### src/rtl/cs_microseq.sv
// Microcode sequencer: forms the micro-address, captures the ROM control word,
// advances the micro-step, and handles stall, CB paging, HALT and step overflow.
module cs_microseq #(
   parameter int unsigned CW_WIDTH   = 76,
   parameter int unsigned STEP_WIDTH = 3,
   parameter int unsigned ADV_LSB    = 36,
   parameter int unsigned TOGGLE_BIT = 53,
   parameter int unsigned HALT_BIT   = 39,
   parameter logic [CW_WIDTH-1:0] STROBE_MASK = '0
) (
   input  logic                      clock,
   input  logic                      nreset,
   input  logic [CW_WIDTH-1:0]       rom_word,
   input  logic [7:0]                opcode,
   input  logic                      stall,
   input  logic                      cond,
   input  logic                      irq_pending,
   output logic [9+STEP_WIDTH-1:0]   uaddr,
   output logic [CW_WIDTH-1:0]       cs_word,
   output logic                      instr_done,
   output logic                      halted,
   output logic                      uerr
);

   localparam int unsigned SW1 = STEP_WIDTH + 1;

   typedef enum logic [0:0] {RUN = 1'b0, HALT = 1'b1} state_t;

   state_t                state, state_next;
   logic [STEP_WIDTH-1:0] step, step_next;
   logic                  cb_mode, cb_next;
   logic [CW_WIDTH-1:0]   cw_reg, cw_next;
   logic                  done_next, uerr_next, halted_next;
   logic [1:0]            adv, inc;
   logic [SW1-1:0]        step_sum;

   assign adv = rom_word[ADV_LSB+1:ADV_LSB];

   // State and datapath registers
   always_ff @(posedge clock or negedge nreset) begin
      if (!nreset) begin
         state      <= RUN;
         step       <= '0;
         cb_mode    <= 1'b0;
         cw_reg     <= '0;
         instr_done <= 1'b0;
         uerr       <= 1'b0;
         halted     <= 1'b0;
      end else begin
         state      <= state_next;
         step       <= step_next;
         cb_mode    <= cb_next;
         cw_reg     <= cw_next;
         instr_done <= done_next;
         uerr       <= uerr_next;
         halted     <= halted_next;
      end
   end

   // Next-state and sequencing logic
   always_comb begin
      state_next  = state;
      step_next   = step;
      cb_next     = cb_mode;
      cw_next     = cw_reg;
      done_next   = 1'b0;
      uerr_next   = uerr;
      halted_next = 1'b0;
      inc         = 2'd0;
      step_sum    = '0;
      case (state)
         RUN: begin
            if (!stall) begin
               cw_next = rom_word;
               case (adv)
                  2'd0: inc = 2'd1;
                  2'd1: begin
                     step_next = '0;
                     cb_next   = cb_mode ^ rom_word[TOGGLE_BIT];
                     done_next = 1'b1;
                     if (rom_word[HALT_BIT]) state_next = HALT;
                  end
                  2'd2: inc = 2'd0;
                  2'd3: inc = cond ? 2'd2 : 2'd1;
               endcase
               if (adv == 2'd0 || adv == 2'd3) begin
                  step_sum  = {1'b0, step} + SW1'(inc);
                  step_next = step_sum[STEP_WIDTH-1:0];
                  if (step_sum[STEP_WIDTH]) uerr_next = 1'b1;
               end
            end
         end
         HALT: begin
            // halted gates the wake so HALT is visible for at least one cycle
            cw_next   = '0;
            step_next = '0;
            if (irq_pending && halted) state_next = RUN;
            else                       halted_next = 1'b1;
         end
         default: state_next = RUN;
      endcase
   end

   assign uaddr   = {cb_mode, opcode, step};
   assign cs_word = stall ? (cw_reg & ~STROBE_MASK) : cw_reg;

endmodule

### config.mk
export PLATFORM = sky130hd
export DESIGN_NAME = cs_microseq
export DESIGN_NICKNAME = d
export VERILOG_FILES = /design/src/rtl/cs_microseq.sv
export SDC_FILE = /design/constraint.sdc
export NUM_CORES = 1
export LEC_CHECK = 0
export CORE_MARGIN = 2
export CORE_UTILIZATION = 40
export CTS_CLUSTER_DIAMETER = 150
export DETAILED_ROUTE_END_ITERATION = 6
export MAX_ROUTING_LAYER = met4
export PLACE_DENSITY = 0.79
export SLEW_MARGIN = 20
export SYNTH_ARGS = -nofsm -noshare
export SYNTH_HDL_FRONTEND = slang
export SYNTH_SLANG_ARGS = --single-unit
### constraint.sdc
create_clock -name clock -period 2.2 [get_ports clock]
set_clock_uncertainty 0.05 [all_clocks]
set_input_delay 0.22 -clock clock [delete_from_list [all_inputs] [get_ports clock]]
set_output_delay 0.22 -clock clock [all_outputs]
set_load 0.005 [all_outputs]
==> impl_results.md <==
- # rows: 34
- Clock Latency Late Sink: about 340 ps
- Height of the die: about 99 um
- Synth Register Bits: 84
- Worst-Margin Slew: 755 ps
- Bufs and invs on worst path: 2
- Netlist cell types: 21
- GR Overflow Total: 0
- Final period utilization: 0.873
- Routing usage on met3: 0.0426
- Yosys top cell area share: 0.583
- Hold path cells: 0
- Largest net degree at the start of global routing: 62
- Post-CTS setup buffers: 0
- Vias: 2,708
- CP startpoint kind: input port
- Relative slew slack: 0.497
- Final min period: between 1500 and 2000 ps
- Sum Neg Setup Slack: 0 ps
- Main combinational cell family by area after synthesis: multiplexers
- CTS Root Cell: clkbuf_8
- Met2 usage: 0.298
- YS warnings: 0
- Crit path max-delay cell type: clkdlybuf4s50_1
- VDD IR max: 0.420 mV
- Reg clk slew, reported paths: 80 ps
- DRT iter0 DRCs: 59
- Gpl congestion: 0.752
- Initial Utilization: 0.413
- Total Power: 5280 uW
- Worst-path fanout max: 4
- GRT Overall Usage: 0.183
- DRT Wirelength: 8320 um
- Net Switching: 1530 uW
- Die area: 9790 um^2
- Post-synthesis mux area share: 0.211
- Nets: about 550
- GRT busiest layer: met2
- Final hold vios: 0
- Setup CP Type: in2reg
- PostCTS Resize Cnt: 0
- Clock power share: 0.197
- H-tree levels: 3
- DR pass1 iterations: 4
- Most frequent cells in the layout: clkdlybuf4s50_1, dfrtp_1, nor2_1
- Gate power share: 0.362
- Max cap viols: 0
- Hold Slack: 390 ps
- Core Region: 8720 um^2
- Fillcell total: around 680
- Required time worst endpoint: 2410 ps
- Pwr Density: 969 nW/um^2
- # DRC: 0
- Worst hold start: opcode[7]
- Hold Crit Endpoint: uaddr[10]
- PortBufs: roughly 160
- Final Max Slew Viols: 0
- Register-to-Register Path Depth: 4
- TritonCTS Sinks: 84
- Synth Cell Area: 3600 um^2
- Hold WC Path Type: in2out
- Ant diodes: 0
- Simple-Gate Fraction of Synth Area: 0.0989
- Post-Synth XOR/XNOR Area: 0.00243
- FMAX: 520 MHz
- Worst R2R End: step[1]
- Most common cell after layout, fill and taps aside: clkdlybuf4s50_1
- CTS tree: done
- Area Growth Syn to Fin: 51.0%
- Num CTS Buffers: 9
- Sequential area share after synthesis: 0.583
- Layout cells sized above 1: 0.0588
- Global routing usage on met1: 0.228
- Pre-CTS setup slack: -73.6 ps
- CP max stage delay: approximately 530 ps
- Syn_nets: 393
- Reg-to-reg setup timing slack: 720 ps
- Per-cell routed wire length: 14.7 um
- Crit. End Element: flop
- Top Ports: 180
- Crit-path leading delay family: adder cells
- Crit-path cells: clkdlybuf4s50_1 > inv_1 > ha_1 > a21oi_1 > nor2_1 > ha_1 > fa_1 > nand3b_1 > a21oi_1
- Reg-to-Reg Start: step[0]
- Initial antenna violation count: 0
- Post-route ant nets: 0
- Cell taking the most area after synthesis: dfrtp_1
- First-pass GRT wire length: 14,000 um
- Worst EP arrival: 2130 ps
- Status: finished, final reports clean
- Syn avg cell area: 12.1 um^2
- Unrepaired setup endpoints after global routing: no
- DR vias/cell: 4.78
- Die X: 98.9 um
- Leakage Power: 0.00258 uW
- Final worst setup slack: 279 ps
- Top cells by area, synth: dfrtp_1, mux2i_1, nor2_1, buf_6, buf_4
- Seq pwr share: 0.441
- DP Wirelength: 6220 um
- Post-synthesis compound-gate area fraction: 0.0180
- Max clock buf depth: 2
- Sw frac: 0.290
- Syn Inst Count: between 200 and 300
- Vias in the first global route: 2,791
- Post-synthesis adder-cell area fraction: 0.0264
- Pint: about 3700 uW
- Final Setup Violations: 0
-- cells by family after synthesis --
kind of cell    count (synthesis)
buf+inv                        30
fa+ha+maj                       7
xor+xnor                        1
flops                          84
mux                            76
compound gates                 11
simple gates                   88
-- synth_stat cells (all sizes together) --
cell type	instances
a21boi	1
a21o	1
a21oi	5
and2	2
buf	21
clkbuf	6
dfrtp	84
fa	1
ha	6
inv	3
mux2i	76
nand3	2
nand3b	3
nor2	81
o21ai	2
o21bai	1
o31ai	1
xnor2	1
-- state kept, by name, indices dropped and copies added, names as in the netlist --
name        cells
state           1
cs_word        76
halted          1
cb_mode         1
uerr            1
instr_done      1
step            3
-- final cells by class --
class	count	area, um^2	share of cell area
Inverter	3	11.3	0.00207
Multi-Input combinational cell	183	1290	0.236
Tap cell	108	135	0.0248
Sequential cell	84	2100	0.386
Clock buffer	11	131	0.0241
Clock inverter	4	51.3	0.00943
Timing Repair Buffer	174	1720	0.317
-- worst reg2reg max path: stages (launching register included) --
cell      delay [ps]
dfrtp_1          410
ha_1             230
fa_1             490
nand3b_1          80
a21oi_1          140
-- routing by layer --
metal	wire, um	vias to the layer above
met5	0	-
met2	4170	109
li1	-	1283
met1	3410	1301
met4	127	0
met3	608	15
-- what timing repair did --
item                                   4_1_cts  5_1_grt
endpoints found under the hold margin       59        0
hold buffers                                 1        0
setup endpoints to repair                    0        0
-- power by group through the flow --
| stage | clock [uW] | combinational, uW | sequential [uW] |
|---|---|---|---|
| after CTS | 1070 | 1950 | 2340 |
| after detailed placement | 0 | 1950 | 2360 |
| after floorplan | 0 | 665 | 2340 |
| after global routing | 1140 | 2100 | 2400 |
| after global placement | 0 | 1900 | 2350 |
| final | 1040 | 1910 | 2320 |
-- metrics by stage --
stage / instances / cell area (um^2) / util
2_1_floorplan: 297 / 3600 / -
3_3_place_gp: 551 / 5250 / 0.602
3_5_place_dp: 551 / 5250 / 0.602
4_1_cts: 567 / 5440 / 0.624
5_1_grt: 567 / 5440 / 0.624
6_report: 567 / 5440 / 0.624
-- how the worst max path moves through the flow --
stage / slack, ps / depth (start not counted) / start / end
global placement: 20 / 10 / rom_word[37] / step[2]
global route: 70 / 9 / rom_word[37] / step[1]
floorplan: 580 / 7 / rom_word[36] / step[1]
detailed placement: -70 / 8 / rom_word[37] / step[1]
finish: 280 / 9 / rom_word[37] / step[1]
CTS: 300 / 8 / rom_word[37] / step[1]
(Power assumes the default switching activity.)
